<file path="config.mk">
export PLATFORM = sky130hd
export DESIGN_NAME = ctrl_seq_flat
export DESIGN_NICKNAME = d
export VERILOG_FILES = /design/src/rtl/ctrl_seq_if.sv /design/src/rtl/ctrl_seq.sv /design/src/flat_wrapper.sv
export SDC_FILE = /design/constraint.sdc
export NUM_CORES = 1
export LEC_CHECK = 0
export CAP_MARGIN = 30
export CORE_MARGIN = 2
export CORE_UTILIZATION = 35
export DETAILED_ROUTE_END_ITERATION = 10
export PLACE_DENSITY = 0.75
export SLEW_MARGIN = 0
export SYNTH_ARGS = -nofsm -noshare
export SYNTH_HDL_FRONTEND = slang
export SYNTH_SLANG_ARGS = --single-unit
</file>
<file path="constraint.sdc">
create_clock -name clk -period 2.33 [get_ports clk]
set_input_delay 0.466 -clock clk [delete_from_list [all_inputs] [get_ports clk]]
set_output_delay 0.466 -clock clk [all_outputs]
set_load 0.01 [all_outputs]
</file>
<file path="src/rtl/ctrl_seq_if.sv">
// Sequencer-side bus for ctrl_seq: opcode byte and flags in, control word and T-state out.
// master = instruction register / flag side, slave = the sequencer.
interface ctrl_seq_if;
    logic [7:0]  ins;
    logic        am;
    logic        az;
    logic        xm;
    logic        xz;
    logic [29:0] con;
    logic [5:0]  tstate;

    modport master (output ins, am, az, xm, xz, input con, tstate);
    modport slave  (input ins, am, az, xm, xz, output con, tstate);
endinterface

</file>
<file path="src/rtl/ctrl_seq.sv">
// ctrl_seq: hardwired control sequencer for the SAP-2 mini datapath.
// A one-hot ring steps T1..T6 (T1-T3 fetch, T4-T6 execute); con is decoded
// combinationally from the T-state, opcode byte and flags.
// Optional feature macro: CTRL_SKIP_EN -- return to T1 right after the last
// non-empty execute state instead of always running all six states.
module ctrl_seq #(
    parameter int unsigned NT = 6,
    parameter int unsigned CW = 30
) (
    input logic     clk,
    input logic     clr,
    ctrl_seq_if.slave bus
);

    // control word bit positions
    localparam int unsigned HLT = 29, LO = 28, EX = 27, DEX = 26, INX = 25, LX = 24,
                            LB = 23, EU = 22, CI = 21, M = 20, S0 = 19, S1 = 18,
                            S2 = 17, S3 = 16, EA = 15, LA = 14, EN = 13, EI = 12,
                            LI = 11, ED = 10, LD = 9, WE = 8, CE = 7, LM = 6,
                            ES = 5, CS = 4, LS = 3, EP = 2, CP = 1, LP = 0;

    typedef enum logic [5:0] {
        T1 = 6'b000001,
        T2 = 6'b000010,
        T3 = 6'b000100,
        T4 = 6'b001000,
        T5 = 6'b010000,
        T6 = 6'b100000
    } tstate_e;

    tstate_e        t;
    tstate_e        next_t;
    logic           halted;
    logic [CW-1:0]  c;
    logic [5:0]     alu_f;
    logic [3:0]     op;
    logic [3:0]     sub;
    logic           cond;

    assign op  = bus.ins[7:4];
    assign sub = bus.ins[3:0];

    // flag tested by the conditional jumps
    always_comb begin
        cond = 1'b0;
        case (op)
            4'h6:    cond = bus.am;
            4'h7:    cond = bus.az;
            4'h8:    cond = bus.xm;
            4'h9:    cond = bus.xz;
            default: cond = 1'b0;
        endcase
    end

`ifdef CTRL_SKIP_EN
    logic [1:0] len;
    logic       last;

    // number of non-empty execute states for the current opcode
    always_comb begin
        len = 2'd0;
        case (op)
            4'h1, 4'hA:             len = 2'd2;
            4'h2, 4'h3, 4'h4:       len = 2'd3;
            4'h5, 4'hB, 4'hF:       len = 2'd1;
            4'h6, 4'h7, 4'h8, 4'h9: len = cond ? 2'd1 : 2'd0;
            4'hC:                   len = sub[3] ? 2'd0 : 2'd1;
            4'hD:                   len = (sub < 4'd4) ? 2'd1 : 2'd0;
            4'hE:                   len = (sub < 4'd3) ? 2'd1 : 2'd0;
            default:                len = 2'd0;
        endcase
        last = ((t == T3) && (len == 2'd0)) ||
               ((t == T4) && (len == 2'd1)) ||
               ((t == T5) && (len == 2'd2));
    end
`endif

    // ring successor, with early return to T1 when skipping is enabled
    always_comb begin
        next_t = T1;
        case (t)
            T1:      next_t = T2;
            T2:      next_t = T3;
            T3:      next_t = T4;
            T4:      next_t = T5;
            T5:      next_t = T6;
            default: next_t = T1;
        endcase
`ifdef CTRL_SKIP_EN
        if (last) next_t = T1;
`endif
    end

    // T-state ring and halt latch; halt freezes the ring until clr
    always_ff @(posedge clk or posedge clr) begin
        if (clr) begin
            t      <= T1;
            halted <= 1'b0;
        end else if (!halted) begin
            if ((t == T4) && (op == 4'hF)) halted <= 1'b1;
            t <= next_t;
        end
    end

    // control word decode
    always_comb begin
        c     = '0;
        alu_f = '0;
        if (halted) begin
            c[HLT] = 1'b1;
        end else begin
            case (t)
                T1: begin c[EP] = 1'b1; c[LM] = 1'b1; end
                T2: c[CP] = 1'b1;
                T3: begin c[CE] = 1'b1; c[LI] = 1'b1; end
                T4: begin
                    case (op)
                        4'h1, 4'h2, 4'h3, 4'h4: begin c[EI] = 1'b1; c[LM] = 1'b1; end
                        4'h5: begin c[EI] = 1'b1; c[LP] = 1'b1; end
                        4'h6, 4'h7, 4'h8, 4'h9: begin c[EI] = cond; c[LP] = cond; end
                        4'hA: begin c[EP] = 1'b1; c[LS] = 1'b1; end
                        4'hB: begin c[ES] = 1'b1; c[LP] = 1'b1; end
                        4'hC: begin
                            if (!sub[3]) begin
                                c[EU] = 1'b1;
                                c[LA] = 1'b1;
                                case (sub[2:0])
                                    3'd0:    alu_f = 6'b000010;
                                    3'd1:    alu_f = 6'b000110;
                                    3'd2:    alu_f = 6'b001110;
                                    3'd3:    alu_f = 6'b010010;
                                    3'd4:    alu_f = 6'b010110;
                                    3'd5:    alu_f = 6'b011010;
                                    3'd6:    alu_f = 6'b101110;
                                    default: alu_f = 6'b111010;
                                endcase
                            end
                        end
                        4'hD: begin
                            case (sub)
                                4'h0:    begin c[EA] = 1'b1; c[LX] = 1'b1; end
                                4'h1:    begin c[EX] = 1'b1; c[LA] = 1'b1; end
                                4'h2:    c[INX] = 1'b1;
                                4'h3:    c[DEX] = 1'b1;
                                default: ;
                            endcase
                        end
                        4'hE: begin
                            case (sub)
                                4'h0:    begin c[EN] = 1'b1; c[LA] = 1'b1; end
                                4'h1:    begin c[EA] = 1'b1; c[LO] = 1'b1; end
                                4'h2:    begin c[EA] = 1'b1; c[LB] = 1'b1; end
                                default: ;
                            endcase
                        end
                        default: ;
                    endcase
                end
                T5: begin
                    case (op)
                        4'h1:       begin c[CE] = 1'b1; c[LA] = 1'b1; end
                        4'h2:       begin c[EA] = 1'b1; c[LD] = 1'b1; end
                        4'h3, 4'h4: begin c[CE] = 1'b1; c[LB] = 1'b1; end
                        4'hA:       begin c[EI] = 1'b1; c[LP] = 1'b1; end
                        default:    ;
                    endcase
                end
                T6: begin
                    case (op)
                        4'h2: c[WE] = 1'b1;
                        4'h3: begin c[EU] = 1'b1; c[LA] = 1'b1; alu_f = 6'b100101; end
                        4'h4: begin c[EU] = 1'b1; c[LA] = 1'b1; alu_f = 6'b011000; end
                        default: ;
                    endcase
                end
                default: ;
            endcase
        end
        // alu_f is {s3,s2,s1,s0,m,ci}; the control word holds these bits in reverse order
        {c[S3], c[S2], c[S1], c[S0], c[M], c[CI]} = alu_f;
    end

    assign bus.con    = c;
    assign bus.tstate = NT'(t);

endmodule
</file>
<file path="src/flat_wrapper.sv">
// flat-port wrapper written by rule: the top's interface ports become plain ports
module ctrl_seq_flat 
#(
    parameter int unsigned NT = 6,
    parameter int unsigned CW = 30
)
  (clk, clr, bus_ins, bus_am, bus_az, bus_xm, bus_xz, bus_con, bus_tstate);
  ctrl_seq_if bus_i ();
  input logic clk;
  input logic clr;
  input wire logic [$bits(bus_i.ins)-1:0] bus_ins;
  input wire logic [$bits(bus_i.am)-1:0] bus_am;
  input wire logic [$bits(bus_i.az)-1:0] bus_az;
  input wire logic [$bits(bus_i.xm)-1:0] bus_xm;
  input wire logic [$bits(bus_i.xz)-1:0] bus_xz;
  output wire logic [$bits(bus_i.con)-1:0] bus_con;
  output wire logic [$bits(bus_i.tstate)-1:0] bus_tstate;
  assign bus_i.ins = bus_ins;
  assign bus_i.am = bus_am;
  assign bus_i.az = bus_az;
  assign bus_i.xm = bus_xm;
  assign bus_i.xz = bus_xz;
  assign bus_con = bus_i.con;
  assign bus_tstate = bus_i.tstate;
  ctrl_seq #(.NT(NT), .CW(CW)) u_core (.clk(clk), .clr(clr), .bus(bus_i));
endmodule
</file>
==> impl_metrics.json <==
{
  "io_buffers": 47,
  "die_x_um": 55.4,
  "remaining_drc_errors": 0,
  "nNetsFinal": 248,
  "globalRouteMet2Util": 0.442,
  "synth_edf_count": 0,
  "p_int_mw": 0.692,
  "routedWlPerCell_um": 18.3,
  "seq_area_frac_synth": 0.191,
  "power_frac_seq": 0.159,
  "setup_violations": 26,
  "ys.flop_type": "dfrtp_1",
  "synthArstFlopShare": 1.00,
  "clock_skew_ns": 0.00413,
  "cp_data_required_time_ns": 1.86,
  "final_hold_viol_count": 0,
  "dp_hpwl_mm": 2.95,
  "row_count": 18,
  "cp-end-kind": "output pin",
  "fmax_mhz": 366,
  "vias_per_cell": 5.83,
  "grtUsageTotal": 0.270,
  "ys_top_cells_by_area": "dfrtp_1 16%, nand2_1 8.5%, nor2_1 6.1%",
  "avgSynthCellArea_sq_um": 6.80,
  "synth_area_sq_um": 925,
  "ctsHoldBuffers": 0,
  "cts_tree": "built",
  "violations": "negative setup slack",
  "arrival_ns": 2.27,
  "n_fill_cell": 155,
  "syn_inst": 136,
  "pre_cts_slack_ns": -0.717,
  "total_power_mw": 1.24,
  "fin_util": 0.804,
  "io_pins": 50,
  "rsz0062_at_grt": "true",
  "cts_max_level": 1,
  "first_iter_violations": 70,
  "synth_cell_types": 43,
  "period_needed_ns": 2.73,
  "power.switching_mw": 0.546,
  "cts.sinks": 7,
  "hold_path_class": "primary input to asynchronous set/reset pin",
  "switching_share": 0.441,
  "p_comb_frac": 0.745,
  "antenna_found_initial": 0,
  "synth-seq-cells": 7,
  "yosys.area.top_type": "dfrtp_1",
  "initial_utilization": 0.370,
  "final_common_cell": "buf_4",
  "status": "finished with violations",
  "cap_violations": 0,
  "maxSlewViolCount": 0,
  "ir_drop_uv": 782,
  "wl_mm": 4.81,
  "r2r_cells": 4,
  "synth_top_area_frac": 0.162,
  "die_y_um": 55.4,
  "clkLatencyLatePin_ns": 0.26,
  "use_met3": 0.0468,
  "power_frac_clock": 0.096,
  "cts.clk_slew.worst_paths_ns": 0.06,
  "postRouteAntennaNets": 0,
  "place.gp.congestion": 0.899,
  "busiest_layer": "met2",
  "dieArea_sq_um": 3070,
  "worst_slack_ns": -0.404,
  "overflow": 0,
  "power_density_nw_per_um2": 616,
  "worstSetupPathType": "flip-flop to output pin",
  "fp.coreArea_sq_um": 2500,
  "cp-start-kind": "flip-flop",
  "reg2reg_from": "u_core.bus.tstate[1]$_DFFE_PP0N_",
  "timing.rr.end": "u_core.bus.tstate[4]$_DFFE_PP0N_",
  "grt_pass1_wl_mm": 6.70,
  "r2r_setup_slack_ns": 0.47,
  "drive_above_1_share": 0.584,
  "cts_buffer_depth": 2,
  "numCtsBuffers": 3,
  "synth_warnings": 0,
  "area_delta_synth_final_pct": 117,
  "antenna_cells": 0,
  "final_cell_mix": "48 x buf_4, 21 x buf_2, 18 x nand2_1, 18 x clkdlybuf4s50_1, 13 x buf_6",
  "setup_tns_ns": -7.23,
  "routed-via-count": 1533,
  "use_met1": 0.348,
  "grt_pass1_vias": 1398,
  "p_leak_nw": 0.927,
  "critPathMaxFanout": 4,
  "period_share": 1.17,
  "grt_start_max_net_pins": 13,
  "cts-root-buf": "clkbuf_4",
  "drtPass1Iterations": 4
}
[flip-flops by register name (all words and copies together) (netlist names)]
name / count
u_core.halted: 1
u_core.bus.tstate: 6
[stage by stage]
step / cells / area, sq um / hold WS [ns]
2_1_floorplan: 137 / 972 / 0.269
3_3_place_gp: 249 / 1770 / 0.542
3_5_place_dp: 249 / 1770 / 0.561
4_1_cts: 258 / 1840 / 0.453
5_1_grt: 263 / 2010 / 0.480
6_report: 263 / 2010 / 0.463
[worst max path at each step]
stage,cells past startpoint,from,slack [ns],end
after floorplan,4,u_core.bus.tstate[1]$_DFFE_PP0N_,-0.04,bus_con[28]
after global placement,6,bus_ins[6],-0.65,bus_con[28]
after detailed placement,6,bus_ins[6],-0.72,bus_con[28]
after CTS,5,u_core.bus.tstate[2]$_DFFE_PP0N_,-0.38,bus_con[6]
after global routing,6,u_core.bus.tstate[1]$_DFFE_PP0N_,-0.47,bus_con[14]
final,6,u_core.bus.tstate[1]$_DFFE_PP0N_,-0.40,bus_con[14]
[cell families after synthesis]
logic type	count (synthesis)	synth area share
flip-flops	7	0.191
multiplexers	3	0.0338
other	1	0.00406
AO/OA/AOI/OAI	31	0.222
AND/OR/NAND/NOR	76	0.453
buffers and inverters	16	0.0771
XOR/XNOR	2	0.0189
[cells in the mapped netlist (2+ instances only)]
cell / instances
nand2_1: 21
nor2_1: 15
nor3_1: 9
clkbuf_1: 8
a21oi_1: 6
dfrtp_1: 6
nand2b_1: 6
o21ai_0: 6
inv_1: 5
a21o_1: 4
nor4_1: 4
buf_4: 3
or2_2: 3
or4_4: 3
a31o_2: 2
mux2i_1: 2
nand3b_1: 2
nor2b_1: 2
nor4b_1: 2
o21bai_1: 2
o22ai_1: 2
xnor2_1: 2
[worst max-delay path: stages, from the launching register on]
cell and delay [ns]:
dfrtp_2 0.42, buf_4 0.14, or4_4 0.46, or3b_4 0.42, a31o_2 0.26, a31oi_2 0.15, buf_2 0.16
[routing by layer]
| layer | share of wire | vias up | wire length (um) |
|---|---|---|---|
| li1 | - | 682 | - |
| met1 | 0.39 | 721 | 1900 |
| met2 | 0.49 | 103 | 2350 |
| met3 | 0.067 | 27 | 324 |
| met4 | 0.050 | 0 | 240 |
| met5 | 0 | - | 0 |
[power by group through the flow]
stage          clock network (mW)  registers (mW)  logic (mW)
2_1_floorplan                   0           0.217       0.317
3_3_place_gp                    0           0.196       0.682
3_5_place_dp                    0           0.200       0.701
4_1_cts                     0.118           0.192       0.776
5_1_grt                     0.129           0.202       0.964
6_report                    0.119           0.197       0.922
[timing repair]
| action | in CTS | in global routing |
|---|---|---|
| setup buffers | 6 | 6 |
| endpoints found under the setup margin | 27 | 27 |
| pin swaps | 19 | 11 |
| resized for setup | 132 | 35 |
[final cells by class]
cell class / count / area, sq um / area share
inverters: 5 / 18.8 / 0.00934
well taps: 30 / 37.5 / 0.0187
repair buffers: 103 / 818 / 0.407
flip-flops and latches: 7 / 179 / 0.0890
multi-input cells: 114 / 930 / 0.463
clock buffers: 4 / 26.3 / 0.0131
(Power assumes the default switching activity.)
==> patch (same flow settings) <==
Add a define of `CTRL_SKIP_EN`.
--- a/src/rtl/ctrl_seq.sv
+++ b/src/rtl/ctrl_seq.sv
@@ -3,6 +3,8 @@
 // combinationally from the T-state, opcode byte and flags.
 // Optional feature macro: CTRL_SKIP_EN -- return to T1 right after the last
 // non-empty execute state instead of always running all six states.
+`define CTRL_SKIP_EN
+
 module ctrl_seq #(
     parameter int unsigned NT = 6,
     parameter int unsigned CW = 30
Function: changed (Yosys sat finds a counterexample within 10 cycles, from zero or initial values).
==> patch against the original RTL <==
  * The run still ends with negative setup slack left
  * Final area rose by 18%
  * Setup slack improved by 0.24 ns
  * Fmax rose by 9.8%
  * Critical endpoint is now bus_con[0]
  * Sequential power rose by 16%
  * Area after synthesis rose by 31%
  * Total power rose by 1.8%
  * First-iteration DRC count fell by 17%
  * Non-clock buffer count rose by 18
  * Routed wire length rose by 4.7%
  * Sequential cell count did not move
==> patch: results (changes against the original RTL) <==
{| class="wikitable"
! Metric !! Value
|-
| Number of standard cells in the layout, taps in and fillers out || 322 (+22%)
|-
| IR Drop Worst-Case VDD || 0.198 mV (-75%)
|-
| DRC viols || 0 (unchanged)
|-
| Starting DRC count in detailed routing || 58 (-17%)
|-
| Total Routed Length || 5030 µm (+4.7%)
|-
| Violated checks || negative setup slack
|-
| Sum of negative setup slack || -0.733 ns (+6.49 ns)
|-
| Share of layout cells above drive strength 1 || 57.6% (-0.76 points)
|-
| Final antenna diode count || 0 (unchanged)
|-
| Met1 track demand over resource in global routing || 29.3% (-5.5 points)
|-
| Distinct cells, synth || 56 (+30%)
|-
| Placed instance count || 297 (+19%)
|-
| CTS Buffer Depth || 2 (unchanged)
|-
| GPL Wtd Cong || 0.956 (+6.3%)
|-
| Vias in the first global route || 1,677 (+20%)
|-
| Final setup violating endpoints || 11 (-58%)
|-
| Total number of vias || 1,748 (+14%)
|-
| Global-route wire length before repair || 7860 µm (+17%)
|-
| Worst clock skew || 0.00572 ns (+0.00159 ns)
|-
| Synth area leaders || dfrtp_1 12%, nor2_1 6.8%, nand2_1 5.9%
|-
| Status || finished with violations
|-
| Post-synthesis area per instance || 7.25 µm² (+6.7%)
|-
| All-Layer GR Usage || 24.5% (-2.5 points)
|-
| Placed inst area || 2030 µm² (+15%)
|-
| Worst setup margin || -0.161 ns (+0.243 ns)
|-
| Commonest cells in the netlist || 22 x nor2_1, 19 x nand2_1, 9 x o21ai_0
|-
| Register area share after synthesis || 14.6% (-4.5 points)
|-
| Met3 GRT Util || 3.42% (-1.3 points)
|-
| Buffers added on ports || 47 (unchanged)
|-
| Commonest register cell after synthesis || dfrtp_1
|-
| Lkg Pwr || 1.10 nW (+18%)
|-
| RR Startpoint || u_core.bus.tstate[5]
|-
| Count of nets after finishing || 291 (+17%)
|-
| Latest clock arrival within the worst-skew pair || 0.27 ns
|-
| HPWL after detailed placement || 3270 µm (+11%)
|-
| Path type of the worst min-delay path || input pin to async pin
|-
| Crit path arrival time || 2.02 ns (-0.25 ns)
|-
| Filler cell count || 282 (+82%)
|-
| Yosys warns || 0 (unchanged)
|-
| Routing usage on met2 || 44.4% (+0.14 points)
|}
==> patch: stage by stage <==
step / setup WS, ns / util, %
global placement: -0.703 / 60.9
finish: -0.161 / 70.9
CTS: -0.121 / 68.4
floorplan: 0.135 / -
detailed placement: -0.768 / 60.9
global route: -0.207 / 70.9
==> patch: repair_timing <==
item | in CTS | in global routing
pin swaps | 16 | 16
gates cloned | 0 | 0
setup endpoints to repair | 27 | 24
setup buffers | 16 | 6
gates resized for setup | 134 | 45
==> patch: where the power goes <==
group          internal, W  switching [W]
sequential        0.000165      0.0000641
combinational     0.000511       0.000399
clock            0.0000661      0.0000562
total             0.000741       0.000519
==> patch: path summary, 6_finish.rpt <==
path / to / slack, ns / cells past startpoint
max in group asynchronous: u_core.bus.tstate[0] / 1.62 / 2
min reg2reg: u_core.bus.tstate[2] / 0.64 / 1
min in group clk: u_core.bus.tstate[2] / 0.64 / 1
min: u_core.bus.tstate[4] / 0.43 / 2
max reg2reg: u_core.bus.tstate[3] / 0.53 / 9
max: bus_con[0] / -0.16 / 7
==> patch: routing by layer <==
metal / share of wire [%] / routed length, µm / up-vias
met3: 6.3 / 318 / 13
met2: 50 / 2540 / 82
met1: 41 / 2080 / 837
li1: - / - / 816
met4: 2.0 / 102 / 0
met5: 0 / 0 / -
==> patch: kinds of logic after synthesis <==
logic type | after synthesis | synth area share, %
compound gates | 45 | 27.0
xor+xnor | 3 | 2.17
buf+inv | 21 | 10.3
flops | 7 | 14.6
mux | 4 | 3.82
other cells | 1 | 0.310
simple gates | 86 | 41.8
==> patch: layout make-up <==
| type | count | area (µm²) | share of cell area (%) |
|---|---|---|---|
| Timing Repair Buffer | 121 | 963 | 40.7 |
| Tap cell | 46 | 57.6 | 2.43 |
| Sequential cell | 7 | 180 | 7.62 |
| Inverter | 4 | 15.0 | 0.635 |
| Clock buffer | 4 | 26.3 | 1.11 |
| Multi-Input combinational cell | 140 | 1120 | 47.5 |
==> patch: worst max-delay path, stage by stage, from the launching register on <==
cell     delay [ns]
dfrtp_2        0.45
buf_6          0.13
nor4_4         0.29
nand2_1        0.13
or2_4          0.27
mux2i_1        0.13
a32o_1         0.22
buf_2          0.14
